<file path="config.mk">
export PLATFORM = sky130hd
export DESIGN_NAME = arc4_ctrl
export DESIGN_NICKNAME = d
export VERILOG_FILES = /design/src/rtl/arc4_ctrl.sv
export SDC_FILE = /design/constraint.sdc
export NUM_CORES = 1
export LEC_CHECK = 0
export ABC_AREA = 1
export CORE_MARGIN = 1
export CORE_UTILIZATION = 43
export DETAILED_ROUTE_END_ITERATION = 8
export PLACE_DENSITY = 0.8
export SYNTH_ARGS = -nofsm -noshare
export SYNTH_HDL_FRONTEND = slang
export SYNTH_SLANG_ARGS = --single-unit
export TNS_END_PERCENT = 10
</file>
<file path="constraint.sdc">
create_clock -name clk -period 2.7 [get_ports clk]
set_input_delay 0.54 -clock clk [delete_from_list [all_inputs] [get_ports clk]]
set_output_delay 0.54 -clock clk [all_outputs]
set_load 0.005 [all_outputs]
</file>
<file path="src/rtl/arc4_ctrl.sv">
// arc4_ctrl: sequences the init, ksa and prga engines over en/rdy handshakes,
// grants the single-port S memory to the active engine and watchdogs each phase.
`default_nettype none

module arc4_ctrl #(
  parameter int TIMEOUT = 65535
) (
  input  logic       clk,
  input  logic       rst,
  input  logic       en,
  output logic       rdy,
  output logic       done,
  output logic       err,
  output logic [1:0] phase,
  output logic       init_en,
  output logic       ksa_en,
  output logic       prga_en,
  input  logic       init_rdy,
  input  logic       ksa_rdy,
  input  logic       prga_rdy,
  input  logic [7:0] init_addr,
  input  logic [7:0] ksa_addr,
  input  logic [7:0] prga_addr,
  input  logic [7:0] init_wrdata,
  input  logic [7:0] ksa_wrdata,
  input  logic [7:0] prga_wrdata,
  input  logic       init_wren,
  input  logic       ksa_wren,
  input  logic       prga_wren,
  output logic [7:0] s_addr,
  output logic [7:0] s_wrdata,
  output logic       s_wren
);

  typedef enum logic [2:0] {
    S_IDLE      = 3'd0,
    S_INIT_GO   = 3'd1,
    S_INIT_WAIT = 3'd2,
    S_KSA_GO    = 3'd3,
    S_KSA_WAIT  = 3'd4,
    S_PRGA_GO   = 3'd5,
    S_PRGA_WAIT = 3'd6,
    S_ERR       = 3'd7
  } state_t;

  localparam logic [15:0] LAST_COUNT = 16'(TIMEOUT - 1);

  state_t      state;
  state_t      state_nxt;
  logic [15:0] count;
  logic        expired;
  logic        go_entry;

  assign expired  = (count == LAST_COUNT);
  assign go_entry = (state_nxt != state) &&
                    (state_nxt == S_INIT_GO || state_nxt == S_KSA_GO || state_nxt == S_PRGA_GO);

  always_ff @(posedge clk or posedge rst) begin
    if (rst) begin
      state <= S_IDLE;
      count <= 16'd0;
      done  <= 1'b0;
    end else begin
      state <= state_nxt;
      done  <= (state == S_PRGA_WAIT) && prga_rdy;
      if (go_entry)
        count <= 16'd0;
      else if (phase != 2'd0)
        count <= count + 16'd1;
    end
  end

  // Advancing (rdy seen) always takes priority over watchdog expiry.
  always_comb begin
    state_nxt = state;
    rdy       = 1'b0;
    err       = 1'b0;
    phase     = 2'd0;
    init_en   = 1'b0;
    ksa_en    = 1'b0;
    prga_en   = 1'b0;
    s_addr    = 8'd0;
    s_wrdata  = 8'd0;
    s_wren    = 1'b0;
    case (state)
      S_IDLE: begin
        rdy = 1'b1;
        if (en) state_nxt = S_INIT_GO;
      end
      S_INIT_GO, S_INIT_WAIT: begin
        phase    = 2'd1;
        s_addr   = init_addr;
        s_wrdata = init_wrdata;
        s_wren   = init_wren;
        init_en  = (state == S_INIT_GO) && init_rdy;
        if (init_rdy)
          state_nxt = (state == S_INIT_GO) ? S_INIT_WAIT : S_KSA_GO;
        else if (expired)
          state_nxt = S_ERR;
      end
      S_KSA_GO, S_KSA_WAIT: begin
        phase    = 2'd2;
        s_addr   = ksa_addr;
        s_wrdata = ksa_wrdata;
        s_wren   = ksa_wren;
        ksa_en   = (state == S_KSA_GO) && ksa_rdy;
        if (ksa_rdy)
          state_nxt = (state == S_KSA_GO) ? S_KSA_WAIT : S_PRGA_GO;
        else if (expired)
          state_nxt = S_ERR;
      end
      S_PRGA_GO, S_PRGA_WAIT: begin
        phase    = 2'd3;
        s_addr   = prga_addr;
        s_wrdata = prga_wrdata;
        s_wren   = prga_wren;
        prga_en  = (state == S_PRGA_GO) && prga_rdy;
        if (prga_rdy)
          state_nxt = (state == S_PRGA_GO) ? S_PRGA_WAIT : S_IDLE;
        else if (expired)
          state_nxt = S_ERR;
      end
      S_ERR: begin
        err = 1'b1;
      end
      default: state_nxt = S_IDLE;
    endcase
  end

endmodule

`default_nettype wire
</file>
* After elaboration in Yosys (flattened, before gate mapping)
Index checks and enable logic that the tools add are counted.
Operators by class: add/subtract/negate cells 1, mux-type cells 20, equality and inequality tests 12, reductions and logical operators 13
Operator list (number):
- $pmux W8 S3 | 2
- $mux W16 | 2
- $mux W3 | 6
- $add A16 B1 Y16 const B | 1
- $eq A16 B16 Y1 const B | 1
- $eq A3 B3 Y1 const B | 5
- $pmux W3 S4 | 1
- $eq A3 B2 Y1 const B | 3
- $mux W1 | 7
- $eq A3 B1 Y1 const B | 2
- $pmux W2 S3 | 1
- $reduce_or A2 Y1 | 3
- $logic_and A1 B1 Y1 | 5
- $reduce_bool A2 Y1 | 2
- $logic_not A3 Y1 | 1
- $ne A3 B3 Y1 | 1
- $pmux W1 S3 | 1
- $logic_or A1 B1 Y1 | 2
Word-level totals: output and inout port bits 25, register bits 20, input bits 57, word-level logic and storage cells 49

* Longest topological paths before layout
Gate-level depths: netlist (run 1).
depth after elaboration 9, mapped depth 15, mapped depth without buffers 14

* Least setup slack after synthesis (run 1)
OpenSTA, ideal clock, no wires.
path kind reg-to-output, start register state[0], end output s_addr[1], data required time 2.160 ns, setup slack 0.619 ns, buffers on the path 2, arrival 1.541 ns, cell stages (with the launch flop) 9, path through dfrtp_1 > inv_1 > ha_1 > nor2_2 > nor2_4 > buf_6 > clkbuf_1 > nand2_1 > nand3_1
On the way: cells in the longest elaborated chain, start to end 3, elaborated cells between the ends (all ways) 10, those cells by class eq/ne (6); mux (1); reduce/logical (3)
RTL lines:
- start, declared | RTL line 48 | state_t state;
- start signal, assigned | RTL line 64 | state <= state_nxt;
- $eq A3 B3 Y1 (tied with other cells) | RTL line 85 | case (state)
- $reduce_or A2 Y1 | RTL line 85
- $pmux W8 S3 * | RTL line 85
- end, declared | RTL line 30 | output logic [7:0] s_addr,
Every way passes the cells marked *; elsewhere a longest branch is shown, timed or not.

* Final worst setup path (run 1)
start register state[1], end output s_addr[6]
Same word-level chain as after synthesis.

==> results of run 1 <==
[worst max-delay path: cells and delay by family, from the launching register on]
kind	cells	cell delay, ps
AO/OA/AOI/OAI	1	260
AND/OR/NAND/NOR	2	110
adder cells (fa/ha/maj)	1	150
buffers and inverters	4	890
flip-flops	1	410
[worst max-delay path by stage]
| stage | to | cells after the start | slack [ps] |
|---|---|---|---|
| after floorplan | s_addr[1] | 8 | 620 |
| after global placement | s_wrdata[1] | 8 | 270 |
| after detailed placement | s_wrdata[1] | 8 | 250 |
| after CTS | s_wrdata[1] | 8 | 60 |
| after global routing | s_addr[6] | 8 | -70 |
| final | s_addr[6] | 8 | 60 |
[power groups by stage]
stage                     clock network [µW]  logic (µW)  registers (µW)
after floorplan                            0        1770             389
after global placement                     0        2580             415
after detailed placement                   0        2620             417
after CTS                                303        2650             415
after global routing                     313        3110             420
final                                    297        2840             415
[per-stage QoR]
stage | setup slack [ps] | utilization [%] | std cells | hold slack, ps
after detailed placement | 249.5 | 66.72 | 395 | 565.7
after CTS | 55.24 | 68.92 | 399 | 583.5
after global routing | -66.45 | 72.32 | 406 | 602.5
final | 63.18 | 72.32 | 406 | 577.7
after floorplan | 618.9 | - | 268 | 503.8
after global placement | 272.4 | 66.72 | 395 | 547.7
[per-layer routing]
| layer | up-vias | track usage [%] | share of wire (%) |
|---|---|---|---|
| li1 | 1027 | - | - |
| met1 | 911 | 29.36 | 41 |
| met2 | 53 | 44.73 | 52 |
| met3 | 9 | 4.167 | 5.3 |
| met4 | 0 | 9.896 | 1.5 |
| met5 | - | 0 | 0 |
[flip-flops by register name, indices dropped and copies added (netlist names)]
register,cells
state,3
count,16
done,1
[timing repair]
item | 4_1_cts | 5_1_grt
gates resized for setup | 6 | 16
cloned | 0 | 2
hold endpoints to repair | 0 | 0
buffers inserted | 0 | 5
pin swaps | 0 | 1
endpoints found under the setup margin | 17 | 18
[cell usage in the layout, fill, tap and decap left out, types with 7 or more instances in the layout]
master	n
a21oi_2	10
xor2_1	13
buf_4	7
nand4_1	7
dfrtp_1	19
clkdlybuf4s50_1	70
inv_1	23
nor2_4	7
nand3_1	28
nor2_1	16
nand2_1	89
dlymetal6s2s_1	11
[logic make-up (layout without fill, tap and decap cells)]
| logic type | after synthesis | after routing | synth area share [%] |
|---|---|---|---|
| xor+xnor | 14 | 14 | 6.560 |
| buf+inv | 38 | 126 | 9.973 |
| flops | 20 | 20 | 26.77 |
| fa+ha+maj | 6 | 6 | 4.016 |
| simple gates | 164 | 164 | 42.50 |
| compound gates | 26 | 26 | 10.17 |
[layout make-up]
type                       count  area [µm²]
tap                           50       62.56
clock inverter                 1       30.03
fill                         306        1131
clock buffer                   3       41.29
inverter                      30       117.6
sequential                    20       501.7
multi-input combinational    210        1221
timing repair buffer          92       980.9
==> impl_metrics.tcl, run 1 <==
set metrics [dict create \
    period_minus_slack_ps 2637 \
    insertedDiodeCount 0 \
    place_area_um2 2726 \
    io_pins 82 \
    cts_tree "built" \
    synth_edf_count 0 \
    ys_ff_latch 20 \
    antenna_found_initial 0 \
    clk_pin_slew_ps 70 \
    clockPowerShare_pct 8.4 \
    min_path_type "reg2reg" \
    intPower_uw 1833 \
    first_pass_iters 4 \
    grt_use_total_pct 25.02 \
    drc 0 \
    numPortBuffers 81 \
    cp_slowest_cell "clkdlybuf4s50_1" \
    cp-startpoint "state[1]" \
    gp_congestion 0.8560 \
    die_w_um 67.94 \
    path_cells "inv_2 > ha_4 > inv_2 > o21ai_4 > clkbuf_16 > nand2_1 > nand3_1 > clkdlybuf4s50_1" \
    grt_pass1_vias 1931 \
    r2r-end "count[11]" \
    critical_path.max_fanout 8 \
    r2r_slack_ps 300 \
    p_total_uw 3557 \
    ys_types 28 \
    syn_avg_cell_area_um2 6.975 \
    whs_path_depth 2 \
    cts_max_level 1 \
    nNetsFinal 420 \
    cp-start-kind "flop" \
    synthArstFlopShare_pct 100.0 \
    timing.slew.headroom_pct 51.92 \
    core_area_um2 4086 \
    slew_violations 0 \
    status "completed" \
    syn_area_um2 1869 \
    vias 2000 \
    rsz0062_at_grt "yes" \
    viasPerCell 4.926 \
    cts-buffers-inserted 3 \
    synth_cells 268 \
    drive_gt1_share_pct 17.13 \
    die_h_um 67.94 \
    final_area_um2 2955 \
    p_sw_share_pct 48.47 \
    max_stage_delay_ps 490 \
    dp_hpwl_um 4088 \
    yosysTopAreaCellShare_pct 26.77 \
    yosysMostFrequentCell "nand2_1" \
    yosysWarnings 0 \
    clockBufferDepth 2 \
    grt_pass1_wl_um 8763 \
    grt_max_degree 23 \
    wirelength_um 5710 \
    fmax_ghz 0.3792 \
    pwr-share-comb_pct 80.0 \
    worstSetupEndpointType "output pin" \
    synth.largest_area_cell "dfrtp_1" \
    start_util_pct 45.74 \
    setup_viol 0 \
    tightest_slew_ps 720.4 \
    cap_violations 0 \
    overflow 0 \
    powerDensity_nw_per_um2 1203 \
    rows 23 \
    postRouteAntennaNets 0 \
    yosys-top-cells-area "dfrtp_1, nand2_1, nand3_1, xor2_1, inv_1" \
    reg2reg_depth 15 \
    dieArea_um2 4615 \
    timing.rr.start "state[1]" \
    cp_common_cell "inv_2" \
    required_ps 2160 \
    clk_root_buffer_cell "clkbuf_8" \
    syn_nets 331 \
    crit_type "reg2out" \
    area_delta_synth_final_pct 58.10 \
    wl_per_cell_um 14.06 \
    worstHoldEndpoint "count[15]" \
    cts.sinks 20 \
    synth-main-ff-cell "dfrtp_1" \
    finalHoldViolations 0 \
    min_period_over_period_pct 97.66 \
    seq_area_frac_synth_pct 26.77 \
    cts_hold_buf 0 \
    setup_tns_ps 0 \
    dr.first_iter.drc_count 165 \
    leakagePower_uw 0.001443 \
    worstHoldStart "count[15]" \
    crit_arrival_ps 2100 \
    switchingPower_uw 1724 \
    finalClockSkew_ps 5.268 \
    p_seq_share_pct 11.7 \
    ir_worst_vdd_mv 0.5311 \
    clkLatencyLatePin_ps 260 \
    synth.top_cells.by_count "nand2_1, nand3_1, inv_1, dfrtp_1, nor2_1" \
]
(Power assumes the default switching activity.)
==> run 2, diff against run 1 <==
SKIP_CTS_REPAIR_TIMING = 1   (was default)
==> run 2 against run 1 <==
Effect of this change: sequential share of layout area hardly changed; clock-buffer cell count stayed put; sequential cell count stayed put; highest routed layer unchanged; critical endpoint unchanged.
==> impl_metrics.tcl, run 2 (synthesis results as in run 1) <==
set metrics [dict create \
    final_cell_mix "nand2_1, clkdlybuf4s50_1, nand3_1" \
    viasPerCell 4.963 \
    cap_violations 0 \
    fmax_ghz 0.3800 \
    area_delta_synth_final_pct 58.23 \
    die_h_um 67.94 \
    postRouteAntennaNets 0 \
    clk_pin_slew_ps 70 \
    critical_path.max_fanout 8 \
    powerDensity_nw_per_um2 1197 \
    setup_tns_ps 0 \
    timing.slew.headroom_pct 52.10 \
    period_minus_slack_ps 2631 \
    required_ps 2160 \
    cts-buffers-inserted 3 \
    cts_tree "built" \
    regMostFlops "count" \
    min_path_type "reg2reg" \
    grt_max_degree 23 \
    clk_root_buffer_cell "clkbuf_8" \
    intPower_uw 1828 \
    nNetsFinal 420 \
    clockPowerShare_pct 8.4 \
    finalClockSkew_ps 5.250 \
    rows 23 \
    grt_use_total_pct 24.74 \
    numPortBuffers 81 \
    cp-start-kind "flop" \
    min_period_over_period_pct 97.46 \
    finalHoldViolations 0 \
    io_pins 82 \
    dp_hpwl_um 4088 \
    die_w_um 67.94 \
    clkLatencyLatePin_ps 260 \
    slew_violations 0 \
    cts.sinks 20 \
    drc 0 \
    setup_viol 0 \
    switchingPower_uw 1713 \
    reg.largest.list "count (16), state (3), done (1)" \
    final_common_cell "nand2_1" \
    gp_congestion 0.8560 \
    drive_gt1_share_pct 17.13 \
    core_area_um2 4086 \
    hold_slack_ps 577.2 \
    dieArea_um2 4615 \
    grt_pass1_wl_um 8687 \
    vias 2015 \
    first_pass_iters 4 \
    cts_max_level 1 \
    tightest_slew_ps 717.7 \
    rsz0062_at_grt "yes" \
    crit_arrival_ps 2090 \
    pwr-share-comb_pct 79.9 \
    crit_type "reg2out" \
    grt_pass1_vias 1906 \
    start_util_pct 45.74 \
    wirelength_um 5659 \
    p_sw_share_pct 48.38 \
    antenna_found_initial 0 \
    dr.first_iter.drc_count 122 \
    leakagePower_uw 0.001456 \
    largest_register_ffs 16 \
    ir_worst_vdd_mv 0.5442 \
    worstSetupEndpointType "output pin" \
    wl_per_cell_um 13.94 \
    status "completed" \
    overflow 0 \
    clockBufferDepth 2 \
    p_seq_share_pct 11.7 \
    insertedDiodeCount 0 \
]
## run 2: worst paths after layout
path	endpoint	depth (start not counted)	slack, ps	startpoint
min in group asynchronous	count[8]	2	690	rst
max	s_addr[6]	8	70	state[1]
min	count[15]	2	580	count[15]
max reg2reg	count[11]	15	290	state[1]
min reg2reg	count[15]	2	580	count[15]
max in group asynchronous	state[0]	2	1510	rst
## run 2: stage by stage
step,std cells,area [µm²],total power [µW],utilization (%),setup slack (ps)
after floorplan,268,1869,2155,-,618.9
after global placement,395,2726,2993,66.72,272.4
after detailed placement,395,2726,3038,66.72,249.5
after global routing,406,2958,3839,72.38,-65.16
after CTS,399,2798,3341,68.46,-44.45
final,406,2958,3541,72.38,68.57
## run 2: critical path, cell delays in order, from the launching register on
cell and delay (ps):
dfrtp_1 410, inv_2 140, ha_4 150, inv_2 50, o21ai_4 260, clkbuf_16 210
nand2_1 50, nand3_1 60, clkdlybuf4s50_1 490
## run 2: power by group through the flow
stage / sequential, µW / clock [µW] / combinational, µW
2_1_floorplan: 389 / 0 / 1770
3_3_place_gp: 415 / 0 / 2580
3_5_place_dp: 417 / 0 / 2620
4_1_cts: 411 / 303 / 2630
5_1_grt: 421 / 313 / 3110
6_report: 414 / 297 / 2830
## run 2: final cells by class
type,count,area (µm²)
multi-input cells,210,1221
fillers,310,1129
repair buffers,92,983.4
flip-flops and latches,20,501.7
inverters,30,117.6
well taps,50,62.56
clock buffers,3,41.29
clock inverters,1,30.03
## run 2: layer usage
layer  up-vias  part of all wire, %  GRT usage, %
met5         -                    0             0
met1       926                   41         29.57
met2        53                   51         44.24
met4         0                  1.8         8.594
met3        11                  6.0         4.000
li1       1025                    -             -
==> RTL change (settings of run 1) <==
Re-encode `state_t` (8 states) as one-hot, 8 bits wide.
--- a/src/rtl/arc4_ctrl.sv
+++ b/src/rtl/arc4_ctrl.sv
@@ -32,15 +32,15 @@
   output logic       s_wren
 );
 
-  typedef enum logic [2:0] {
-    S_IDLE      = 3'd0,
-    S_INIT_GO   = 3'd1,
-    S_INIT_WAIT = 3'd2,
-    S_KSA_GO    = 3'd3,
-    S_KSA_WAIT  = 3'd4,
-    S_PRGA_GO   = 3'd5,
-    S_PRGA_WAIT = 3'd6,
-    S_ERR       = 3'd7
+  typedef enum logic [7:0] {
+    S_IDLE      = 8'b00000001,
+    S_INIT_GO   = 8'b00000010,
+    S_INIT_WAIT = 8'b00000100,
+    S_KSA_GO    = 8'b00001000,
+    S_KSA_WAIT  = 8'b00010000,
+    S_PRGA_GO   = 8'b00100000,
+    S_PRGA_WAIT = 8'b01000000,
+    S_ERR       = 8'b10000000
   } state_t;
 
   localparam logic [15:0] LAST_COUNT = 16'(TIMEOUT - 1);
Function: same outputs for any inputs over 10 cycles, from zero or initial values and one cycle with rst high; not proved beyond that.
==> RTL change against run 1 <==
- area after synthesis rose by 13%
- setup slack improved by 0.0077 ns
- routed wire length rose by 13%
- first-iteration DRC count fell by 1.2%
- design area rose by 5.3%
- via count rose by 14%
- sequential cell count rose by 5
Power is not compared: it rests on default switching activity, and its combinational part moved more than twofold at a synthesized area within 25%.
==> RTL change: results (changes against run 1) <==
ClkCell Share = 1.448% (-0.97 points)
Vias = 2279 (+14%)
Hold Path Cell Cnt = 3 (+1)
Comb_multi_in = 243 (+16%)
CLK BUF = 4 (+1)
Status = finished clean
DRT Pass-1 Iters = 5 (+1)
R2R cell count = 12 (-3)
Syn Nets = 368 (+11%)
Metal2 WL = 3201 µm (+7.8%)
Flip-flop and latch count = 25 (+25%)
Initial DRC Count = 163 (-1.2%)
Layout cells sized above 1 = 16.75% (-0.38 points)
Grt met1 use = 32.37% (+3.0 points)
Commonest cells in the netlist = nand2_1 (100), nand3_1 (38), inv_1 (26)
WL met3 = 256 µm (-16%)
Final core occ = 65.88% (-6.4 points)
Largest net degree at the start of global routing = 26 (+13%)
Dpl hpwl = 4727 µm (+16%)
Non-clock inverters = 36 (+20%)
Met3 usage = 3.056% (-1.1 points)
Met1 wire length = 2938 µm (+25%)
Vias in the first global route = 2049 (+6.1%)
Met2 usage = 38.63% (-6.1 points)
First-pass GRT wire length = 9522 µm (+8.7%)
-- RTL change: path summary, 6_finish.rpt --
| kind | start | end | slack, ns |
|---|---|---|---|
| setup / recovery | state[1] | s_addr[5] | 0.07 |
| hold / removal | count[7] | count[7] | 0.56 |
| setup reg to reg | state[0] | count[6] | 0.40 |
| min in group asynchronous | rst | state[5] | 0.61 |
| hold reg to reg | count[7] | count[7] | 0.56 |
| max in group asynchronous | rst | state[0] | 1.79 |
-- RTL change: cells by family (layout without fill, tap and decap cells) --
| kind of cell | after synthesis | in the layout | synth area share, % |
|---|---|---|---|
| and+or+nand+nor | 194 | 196 | 44.08 |
| buffers and inverters | 43 | 126 | 9.112 |
| AOI/OAI and AO/OA | 32 | 32 | 10.59 |
| DFF | 25 | 25 | 29.65 |
| xor gates and xnor gates | 13 | 13 | 5.385 |
| adders and majority gates | 2 | 2 | 1.183 |
-- RTL change: timing repair --
item                       CTS  global route
setup buffers                0             3
gates resized for setup      4            12
cloned                       0             3
pin swaps                    0             5
setup endpoints to repair   17            18
